--- src/rtl/stim_gen.sv ---
// stim_gen: parametrised stimulus generator for board/simulation bring-up.
// Drives CH_NUM data channels in counter or pseudo-random mode plus
// STROBE_NUM random strobes, for a bounded or free-running number of cycles.
//
// Control handshake: start_i is a level request that is honoured only in
// IDLE or DONE; stop_i is honoured only in RUN and wins over start_i there.
// valid_o is high for exactly one cycle after every edge that wrote
// data_o/strobe_o (the LOAD edge and each non-stopped RUN edge).
// state_o exposes the FSM state (0=IDLE, 1=LOAD, 2=RUN, 3=DONE).

`timescale 1ns/1ps

module stim_gen #(
   parameter int                 CH_NUM     = 2,
   parameter int                 DW         = 8,
   parameter int                 STEP       = 2,
   parameter int                 LFSR_W     = 32,
   parameter logic [LFSR_W-1:0]  SEED       = 32'hACE12345,
   parameter int                 STROBE_NUM = 2,
   parameter int unsigned        RUN_CYCLES = 140
) (
   input  logic                   CLK100MHZ,
   input  logic                   CPU_RESETN,
   input  logic                   start_i,
   input  logic                   stop_i,
   input  logic                   mode_i,
   input  logic [CH_NUM*DW-1:0]   init_i,
   output logic [CH_NUM*DW-1:0]   data_o,
   output logic [STROBE_NUM-1:0]  strobe_o,
   output logic                   valid_o,
   output logic                   busy_o,
   output logic                   done_o,
   output logic [31:0]            cycle_cnt_o,
   output logic [1:0]             state_o
);

   // An all-zero seed would lock the LFSR, so it is replaced by 1.
   localparam logic [LFSR_W-1:0] SEED_EFF =
      (SEED == '0) ? {{(LFSR_W-1){1'b0}}, 1'b1} : SEED;

   // Galois feedback mask for x^32 + x^22 + x^2 + x + 1 (right-shifting form).
   localparam logic [LFSR_W-1:0] TAPS = LFSR_W'(32'h80200003);

   // Counter increment reduced modulo 2^DW.
   localparam logic [DW-1:0] STEP_DW = DW'(STEP);

   typedef enum logic [1:0] {
      S_IDLE = 2'd0,
      S_LOAD = 2'd1,
      S_RUN  = 2'd2,
      S_DONE = 2'd3
   } state_t;

   state_t                  state;
   state_t                  state_nxt;
   logic                    run_step;
   logic                    mode_q;
   logic [LFSR_W-1:0]       lfsr;
   logic [LFSR_W-1:0]       lfsr_next;
   logic [31:0]             cnt_inc;
   logic [CH_NUM*DW-1:0]    cnt_data;
   logic [CH_NUM*DW-1:0]    rand_data;
   logic [STROBE_NUM-1:0]   strobe_nxt;

   // One Galois step: shift right, fold the outgoing bit back through the taps.
   assign lfsr_next = {1'b0, lfsr[LFSR_W-1:1]} ^ (lfsr[0] ? TAPS : '0);

   assign cnt_inc = cycle_cnt_o + 32'd1;

   // Per-channel next values for both modes; the mode register picks one.
   for (genvar c = 0; c < CH_NUM; c++) begin : g_chan
      localparam int ROT   = (7 * c) % LFSR_W;
      localparam int ROT_R = (LFSR_W - ROT) % LFSR_W;

      assign cnt_data[c*DW +: DW]  = data_o[c*DW +: DW] + STEP_DW;
      // Rotating by a channel-dependent amount decorrelates the channels
      // while they all share one LFSR; ROT=0 collapses to x|x = x.
      assign rand_data[c*DW +: DW] = DW'((lfsr_next << ROT) | (lfsr_next >> ROT_R));
   end

   // Strobe i takes bit (LFSR_W-1-i) of the advanced LFSR.
   for (genvar i = 0; i < STROBE_NUM; i++) begin : g_strobe
      assign strobe_nxt[i] = lfsr_next[LFSR_W-1-i];
   end

   // State register.
   always_ff @(posedge CLK100MHZ) begin
      if (!CPU_RESETN) begin
         state <= S_IDLE;
      end else begin
         state <= state_nxt;
      end
   end

   // Next-state logic; run_step marks an edge that performs a RUN update.
   always_comb begin
      state_nxt = state;
      run_step  = 1'b0;
      case (state)
         S_IDLE: begin
            if (start_i) state_nxt = S_LOAD;
         end
         S_LOAD: begin
            state_nxt = S_RUN;
         end
         S_RUN: begin
            if (stop_i) begin
               // Abort: nothing advances, the last written values hold.
               state_nxt = S_DONE;
            end else begin
               run_step = 1'b1;
               if ((RUN_CYCLES != 0) && (cnt_inc == 32'(RUN_CYCLES))) begin
                  state_nxt = S_DONE;
               end
            end
         end
         S_DONE: begin
            if (start_i) state_nxt = S_LOAD;
         end
         default: begin
            state_nxt = S_IDLE;
         end
      endcase
   end

   // Datapath: LOAD re-seeds and loads init values, RUN steps the generator.
   always_ff @(posedge CLK100MHZ) begin
      if (!CPU_RESETN) begin
         data_o      <= '0;
         strobe_o    <= '0;
         valid_o     <= 1'b0;
         cycle_cnt_o <= '0;
         lfsr        <= SEED_EFF;
         mode_q      <= 1'b0;
      end else begin
         valid_o <= 1'b0;
         if (state == S_LOAD) begin
            data_o      <= init_i;
            strobe_o    <= '0;
            lfsr        <= SEED_EFF;
            cycle_cnt_o <= '0;
            mode_q      <= mode_i;
            valid_o     <= 1'b1;
         end else if (run_step) begin
            lfsr        <= lfsr_next;
            data_o      <= mode_q ? rand_data : cnt_data;
            strobe_o    <= strobe_nxt;
            // Wraps silently at 2^32 when free-running.
            cycle_cnt_o <= cnt_inc;
            valid_o     <= 1'b1;
         end
      end
   end

   assign busy_o  = (state == S_LOAD) || (state == S_RUN);
   assign done_o  = (state == S_DONE);
   assign state_o = state;

endmodule

--- config.mk ---
export PLATFORM = sky130hd
export DESIGN_NAME = stim_gen
export DESIGN_NICKNAME = d
export VERILOG_FILES = /design/src/rtl/stim_gen.sv
export SDC_FILE = /design/constraint.sdc
export NUM_CORES = 1
export LEC_CHECK = 0
export CORE_MARGIN = 10
export CORE_UTILIZATION = 58
export DETAILED_ROUTE_END_ITERATION = 10
export HOLD_SLACK_MARGIN = 0.12
export PLACE_DENSITY = 0.91
export SLEW_MARGIN = 40
export SYNTH_ARGS = -nofsm -noshare
export SYNTH_HDL_FRONTEND = slang
export SYNTH_SLANG_ARGS = --single-unit
--- constraint.sdc ---
create_clock -name CLK100MHZ -period 4.5 [get_ports CLK100MHZ]
set_clock_uncertainty 0.05 [all_clocks]
set_input_delay 0.45 -clock CLK100MHZ [delete_from_list [all_inputs] [get_ports CLK100MHZ]]
set_output_delay 0.45 -clock CLK100MHZ [all_outputs]
set_load 0.01 [all_outputs]
=== Word-level counts from Yosys, hierarchy flattened ===
Index checks and enable logic that the tools add are counted.

* Bits in registers: 86
* Latch bits: 0
* Memory bits (writable): 0
* Memory bits (read-only): 0
* Input port bits: 21
* Output and inout port bits: 55
* Word-level logic and storage cells: 38
* Memories: 0

* Add/sub/neg operators: 3
* $mul: 0
* Divide/modulo/power cells: 0
* Magnitude comparators: 0
* Equal/unequal tests: 6
* Shift operators: 0
* Multiplexer cells: 12
* Bitwise gates (word level): 4
* Reduce and logical (&&, ||, !) cells: 6

{| class="wikitable"
|+ Operators by type and width
! kind !! count
|-
| $mux 16 || 3
|-
| $add 32x1->32 const B || 1
|-
| $eq 32x8->1 const B || 1
|-
| $mux 32 || 1
|-
| $xor 31x32->32 || 1
|-
| $add 8x2->8 const B || 2
|-
| $or 8x7->8 || 1
|-
| $or 8x8->8 || 1
|-
| $mux 2 || 3
|-
| $pmux 2 s3 || 1
|-
| $eq 2x2->1 const B || 2
|-
| $mux 1 || 4
|-
| $reduce_or 2->1 || 2
|-
| $ne 3x3->1 const B || 1
|-
| $eq 2x1->1 const B || 1
|-
| $logic_not 2->1 || 1
|-
| $ne 2x1->1 const B || 1
|-
| $reduce_and 2->1 || 1
|-
| $reduce_bool 2->1 || 1
|-
| $logic_or 1x1->1 || 1
|-
| $not 1->1 || 1
|}

=== Longest topological paths before layout ===
Gate-level depths: netlist (run 1).

* Word-level depth: 6
* Gate-level depth with buffers: 10
* Depth with buffers taken out: 9

=== Least setup slack after synthesis (run 1) ===
OpenSTA, ideal clock, no wires.

* Path kind: register to register
* Start point: reg cycle_cnt_o[0]
* End point: reg state[0] (netlist: state_o[0])
* Arrival: 2,873 ps
* Required time: 4,359 ps
* Path slack: 1,486 ps
* Cell stages (with the launch flop): 11
* Buffers on the path: 1
* Period minus slack after synthesis: 3,014 ps
* Cell sequence: dfxtp_1 ha_1 nand3_2 or3_1 buf_6 o22ai_1 a22oi_1 or4_4 o41ai_4 a21oi_1 a311oi_1

* Longest elaborated chain between the ends: 4

{| class="wikitable"
|+ RTL lines
! element !! line !! RTL
|-
| start: declaration || 33 || <nowiki>output logic [31:0] cycle_cnt_o,</nowiki>
|-
| start signal: assignment || 149 || <nowiki>cycle_cnt_o <= cnt_inc;</nowiki>
|-
| $add 32x1->32 || 68 || <nowiki>assign cnt_inc = cycle_cnt_o + 32'd1;</nowiki>
|-
| $eq 32x8->1 || 112 || <nowiki>if ((RUN_CYCLES != 0) && (cnt_inc == 32'(RUN_CYCLES))) begin</nowiki>
|-
| $ne 3x3->1 (no line) || - ||
|-
| $reduce_and 2->1 (no line) || - ||
|-
| end signal: assignment || 91 || <nowiki>state <= state_nxt;</nowiki>
|-
| end: declaration || 54 || <nowiki>state_t state;</nowiki>
|}

Every way passes these cells.
A chain may end at the register's enable or synchronous reset.

=== Worst setup path in the final report (run 1) ===
Ends and elaborated chain as after synthesis.

==> results of run 1 <==
[flip-flops by register name, indices dropped and copies added (netlist names)]
signal       count
strobe_o         1
lfsr            32
data_o          16
cycle_cnt_o     32
mode_q           1
valid_o          1
state_o          2
[power by group through the flow]
stage          registers [mW]  clock network, mW  logic, mW
2_1_floorplan           0.969                  0      0.447
3_3_place_gp            0.972                  0      0.692
3_5_place_dp            0.977                  0      0.720
4_1_cts                 0.962              0.517      0.724
5_1_grt                 0.981              0.556      0.801
6_report                0.964              0.513      0.721
[placed cells by master (no fill, tap or decap), drive strengths merged, types with 2 or more instances in the layout]
cell type	count
or3	11
nand4	9
a21oi	53
and4	4
and2	12
o41ai	2
or4	3
dfxtp	85
o31ai	2
clkdlybuf4s50	75
xnor2	15
buf	3
o2111ai	2
nor3	14
a22oi	5
clkbuf	10
a211oi	7
a31oi	4
ha	8
clkinv	5
o211ai	2
nand2b	3
nor2	52
and3	14
a21boi	4
mux2i	10
nand3	33
o211a	3
o21bai	2
nand2	91
inv	9
o21ai	22
nor4	6
xor2	25
nor2b	7
a2111oi	2
o22ai	3
[routing by layer]
layer | up-vias | routed length, um | GRT usage (%)
met5 | - | 0 | 0
met4 | 0 | 235 | 7.439
met3 | 29 | 845 | 5.664
met2 | 158 | 5999 | 34.96
met1 | 2077 | 4718 | 22.22
li1 | 2080 | - | -
[path summary, 6_finish.rpt]
check                                                  from                        to  slack (ns)  cells past startpoint
worst min-delay path               strobe_o[0]$_SDFFE_PP0P_  strobe_o[0]$_SDFFE_PP0P_        0.41                      2
worst min register to register     strobe_o[0]$_SDFFE_PP0P_  strobe_o[0]$_SDFFE_PP0P_        0.41                      2
worst max-delay path            cycle_cnt_o[0]$_SDFFE_PP0P_   state_o[0]$_SDFFE_PN0P_        1.14                      9
worst max register to register  cycle_cnt_o[0]$_SDFFE_PP0P_   state_o[0]$_SDFFE_PN0P_        1.14                      9
[worst register-to-register path, cell delays in order, from the launching register on]
cell and delay, ns:
dfxtp_1 0.52, ha_1 0.35, nand3_2 0.17, or3_1 0.49
o22ai_1 0.22, a22oi_1 0.12, or4_4 0.58, o41ai_4 0.41
a21oi_1 0.12, a311oi_1 0.26
[cells by family after synthesis]
family,after synthesis,synth area share (%)
AOI/OAI and AO/OA,118,15.97
and+or+nand+nor,262,28.42
muxes,10,2.184
buffers and inverters,55,6.470
DFF,85,37.13
xor gates and xnor gates,40,7.644
adders and majority gates,8,2.184
[cell type report]
type	count	area [um2]	area share [%]
Clock buffer	10	137.6	2.537
Clock inverter	6	47.55	0.8766
Sequential cell	85	1703	31.40
Multi-Input combinational cell	438	2605	48.03
Inverter	8	30.03	0.5536
Tap cell	102	127.6	2.353
Timing Repair Buffer	78	773.2	14.26
[stage by stage]
step           hold slack (ns)  total power [mW]  setup slack (ns)  instances
6_report                0.4079             2.198             1.137        727
5_1_grt                 0.4331             2.338            0.9026        727
4_1_cts                 0.4091             2.203             1.158        727
3_5_place_dp            0.3969             1.697             1.202        711
3_3_place_gp            0.3869             1.664             1.383        711
2_1_floorplan           0.3821             1.416             1.486        578
==> run metrics, run 1 <==
final-stage net count 649; period utilisation layout ~75%; asr flop ratio synth 0%; utilization after layout around 71%; maxcap violations 0; Crit. End Element register; worst vdd ir 334.4 uV; fmax 297.4 MHz; Leak 1.936 nW; post-route ant nets 0; Vias/cell between 5 and 6; number of buffers created by CTS 9; clock power share 23.3%; Die W 108.9 um; synth top area cells dfxtp_1, nand2_1, a21oi_1, xor2_1, nor2_1; Core Region 7687 um2; Setup Viol. Count Final 0; Placer Congestion 0.9132; Root Buffer Master clkbuf_8; required time worst endpoint around 4.7 ns; worst path bufs/invs 0; die footprint between 10000 and 15000 um2; CP Launch Type register; Initial Utilization between 50% and 60%; CTS sink count 85; row cnt 32; power density over the cells 405.2 nW/um2; Synth Warn # 0; post-synth top area share 37.13%; hpwl dp 8366 um; Comb pwr share around a third; violation count after the first detailed-route iteration about 280; crit path max fanout 9; switching power just under 0.8 mW; slew margin rel. 48.01%; Post-CTS Setup Repair Bufs 0; vias in the first global route 4173; worst skew pair latency 0.36 ns; Vias 4344; Antenna Cells 0; crit path DAT approximately 3.6 ns; global-route wire length before repair 19510 um; Syn Inst Count 578; Post-synth EDFFs 0; fin crit period 3.363 ns; post-cts sizing count 0; Fillers 627; Setup Crit Path Kind register to register; Tightest Hold Check Type register to register; antenna violations before repair 0; number of remaining DRC errors 0; die height around 110 um; ys flop type dfxtp_1; Least-Margin Pin Slew 0.7774 ns; fin area 5424 um2; Port Buffers 75; Post-Syn Area per Cell 7.929 um2; DRT Pass-1 Iters 5; CP delay by family, top simple AND/OR/NAND/NOR gates; Cell variety after synth 60; Max Slew Vio Count 0; layout cells sized above 1 between 7 and 8%; crit-path max cell delay 0.58 ns; Syn Nets 607; clock tree buffer depth 2; Synth top cells by count nand2_1, dfxtp_1, a21oi_1, nor2_1, clkbuf_1; status finished clean; Mapped Area 4583 um2; P&R area growth vs syn 18.35%; Post-DP Area around 5200 um2; sw frac 36.18%; total grt overflow 0; gr usage total 19.86%; CTS HTree Levels 3; WL final 11800 um; Worst-path clk slew approximately 0.09 ns; RSZ-0062 raised after global routing false; post-cts hold buffer count 0; largest net degree at the start of global routing 53; register share of total power 43.9%; CTS tree yes; Routed wire per std cell 16.23 um; CP cell instances ha_1 -> nand3_2 -> or3_1 -> o22ai_1 -> a22oi_1 -> or4_4 -> o41ai_4 -> a21oi_1 -> a311oi_1; synthesis-stage register bit count 85; count leader, synth nand2_1; crit path max-delay cell type or4_4; dominant cell type by area after synthesis dfxtp_1; final hold violations 0; post-route setup TNS 0 ns; Top Ports 76; Seq/Total Area, Yosys 37.13%; Pint 1.403 mW
(Power assumes the default switching activity.)
==> run 2, diff against run 1 <==
--- a/config.mk
+++ b/config.mk
@@ -6,10 +6,10 @@
 export NUM_CORES = 1
 export LEC_CHECK = 0
 export CORE_MARGIN = 10
-export CORE_UTILIZATION = 58
+export CORE_UTILIZATION = 54
 export DETAILED_ROUTE_END_ITERATION = 10
 export HOLD_SLACK_MARGIN = 0.12
-export PLACE_DENSITY = 0.91
+export PLACE_DENSITY = 0.86
 export SLEW_MARGIN = 40
 export SYNTH_ARGS = -nofsm -noshare
 export SYNTH_HDL_FRONTEND = slang
==> constraint.sdc (replaced) <==
create_clock -name CLK100MHZ -period 3.2 [get_ports CLK100MHZ]
set_clock_uncertainty 0.05 [all_clocks]
set_input_delay 0.32 -clock CLK100MHZ [delete_from_list [all_inputs] [get_ports CLK100MHZ]]
set_output_delay 0.32 -clock CLK100MHZ [all_outputs]
set_load 0.01 [all_outputs]
==> run 2 against run 1 <==
Effect of this change:
- clock-buffer cell count grew 1
- design area rose by 2.8%
- flip-flop and latch count stayed put
- highest routed layer unchanged
- power is 41% higher
- core utilization fell by 3.0 points
- worst setup slack worse by 0.96 ns
- critical path depth shrank 1
- sequential share of layout area fell by 0.81 points
- wire length grew 1.2%
==> run metrics, run 2 (same netlist as run 1, synthesis figures left out) <==
status finished clean (unchanged); number of remaining DRC errors 0 (unchanged); GRT met3 Usage 4.846% (was 5.664%); Setup Viol. Count Final 0 (unchanged); total grt overflow 0 (unchanged); layout cells sized above 1 10.23% (was 7.200%); period utilisation layout 94.58% (was 74.73%); Pint 1.986 mW (was 1.403 mW); WL final 11940 um (was 11800 um); global-route wire length before repair 19870 um (was 19510 um); crit path DAT 3.25 ns (was 3.58 ns); CTS sink count 85 (unchanged); Setup Crit Path Kind register to register (unchanged); largest net degree at the start of global routing 52 (was 53); CTS HTree Levels 3 (unchanged); DRT Pass-1 Iters 5 (unchanged); fmax 330.4 MHz (was 297.4 MHz); Die W 112.1 um (was 108.9 um); Root Buffer Master clkbuf_8 (unchanged); number of buffers created by CTS 9 (unchanged); Vias/cell 5.719 (was 5.975); P&R area growth vs syn 21.68% (was 18.35%); Crit. End Element register (unchanged); Place WS 0.05461 ns (was 1.202 ns); sw frac 35.90% (was 36.18%); Largest regs cycle_cnt_o: 32 flops, lfsr: 32 flops, data_o: 16 flops (unchanged); Antenna Cells 0 (unchanged); final-stage net count 669 (was 649); worst vdd ir 376.8 uV (was 334.4 uV); Post-DP Area 5376 um2 (was 5235 um2); antenna violations before repair 0 (unchanged); violation count after the first detailed-route iteration 289 (was 283); crit path max fanout 7 (was 9); clock tree buffer depth 2 (unchanged); die height 112.1 um (was 108.9 um); Core Region 8258 um2 (was 7687 um2); Final Worst Setup Slack 0.1733 ns (was 1.137 ns); Least-Margin Pin Slew 0.6519 ns (was 0.7774 ns); post-route ant nets 0 (unchanged); Tightest Hold Check Type register to register (unchanged); CP Launch Type register (unchanged); maxcap violations 0 (unchanged); met1 Usage GRT 20.70% (was 22.22%); CTS tree yes (unchanged); hpwl dp 8853 um (was 8366 um); most common cell after layout, fill and taps aside nand2_1 (unchanged); slew margin rel. 56.54% (was 48.01%); commonest cells after routing, fill and taps aside nand2_1, dfxtp_1, clkdlybuf4s50_1 (unchanged); final hold violations 0 (unchanged); fin crit period 3.027 ns (was 3.363 ns); RSZ-0062 raised after global routing false (unchanged); fin area 5577 um2 (was 5424 um2); register share of total power 43.7% (was 43.9%); Initial Utilization 55.50% (was 59.62%); Placer Congestion 0.9442 (was 0.9132); vias in the first global route 4139 (was 4173); Worst-path clk slew 0.09 ns (about the same); power density over the cells 555.5 nW/um2 (was 405.2 nW/um2); die footprint 12570 um2 (was 11860 um2); clock power share 22.8% (was 23.3%); Port Buffers 75 (unchanged); met2 Use GR 32.17% (was 34.96%); Comb pwr share 33.5% (was 32.8%); row cnt 33 (was 32); required time worst endpoint 3.42 ns (was 4.71 ns); Max Slew Vio Count 0 (unchanged); layer with the highest usage met2 (unchanged); Routed wire per std cell 15.92 um (was 16.23 um); post-route setup TNS 0 ns (unchanged); switching power 1.112 mW (was 0.7950 mW); Top Ports 76 (unchanged); worst skew pair latency 0.36 ns (about the same); Vias 4289 (was 4344); gr usage total 18.31% (was 19.86%); Leak 2.045 nW (was 1.936 nW)
## run 2: changes by cell type in the layout (fill, tap and decap cells not counted), sizes merged
cell	delta
buf	+20
clkinv	-2
clkbuf	+1
clkinvlp	+1
## run 2: final timing paths
kind                               startpoint                      end  slack (ns)  cells past startpoint
hold / removal          lfsr[19]$_SDFFE_PP0P_    lfsr[18]$_SDFFE_PP0P_        0.40                      2
setup / recovery  cycle_cnt_o[9]$_SDFFE_PP0P_  state_o[0]$_SDFFE_PN0P_        0.17                      8
hold reg to reg         lfsr[19]$_SDFFE_PP0P_    lfsr[18]$_SDFFE_PP0P_        0.40                      2
setup reg to reg  cycle_cnt_o[9]$_SDFFE_PP0P_  state_o[0]$_SDFFE_PN0P_        0.17                      8
## run 2: repair_timing
item | CTS | global route
setup endpoints to repair | 0 | 2
gates resized for setup | 0 | 4
hold buffers | 0 | 0
setup buffers | 0 | 1
## run 2: layout make-up
cell class                 count  area (um2)
clock buffer                  11       141.4
clock inverter                 5       35.03
fill                         691        2681
inverter                       8       30.03
multi-input combinational    438        2610
sequential                    85        1705
tap                          105       131.4
timing repair buffer          98       923.4
## run 2: layer usage
metal	routed length [um]	up-vias
li1	-	2122
met1	4904	2013
met2	6085	133
met3	760	21
met4	190	0
met5	0	-
## run 2: through the flow
step / total power [mW] / cells / util [%] / hold slack [ns]
after detailed placement: 2.410 / 733 / 65.11 / 0.3932
after CTS: 3.111 / 749 / 67.24 / 0.4047
after global placement: 2.369 / 733 / 65.11 / 0.3844
after floorplan: 1.992 / 578 / - / 0.3821
after global routing: 3.282 / 750 / 67.53 / 0.4269
final: 3.098 / 750 / 67.53 / 0.4032
## run 2: power by group through the flow
stage / sequential [mW] / combinational, mW / clock [mW]
2_1_floorplan: 1.36 / 0.629 / 0
3_3_place_gp: 1.36 / 1.00 / 0
3_5_place_dp: 1.37 / 1.04 / 0
4_1_cts: 1.35 / 1.05 / 0.715
5_1_grt: 1.38 / 1.15 / 0.758
6_report: 1.35 / 1.04 / 0.707
## run 2: critical path: stages (launching register included)
cell      delay, ns
dfxtp_1        0.47
nand3_2        0.20
or3_1          0.55
o22ai_1        0.22
a22oi_1        0.12
or4_4          0.56
o41ai_4        0.41
a21oi_1        0.12
a311oi_1       0.25
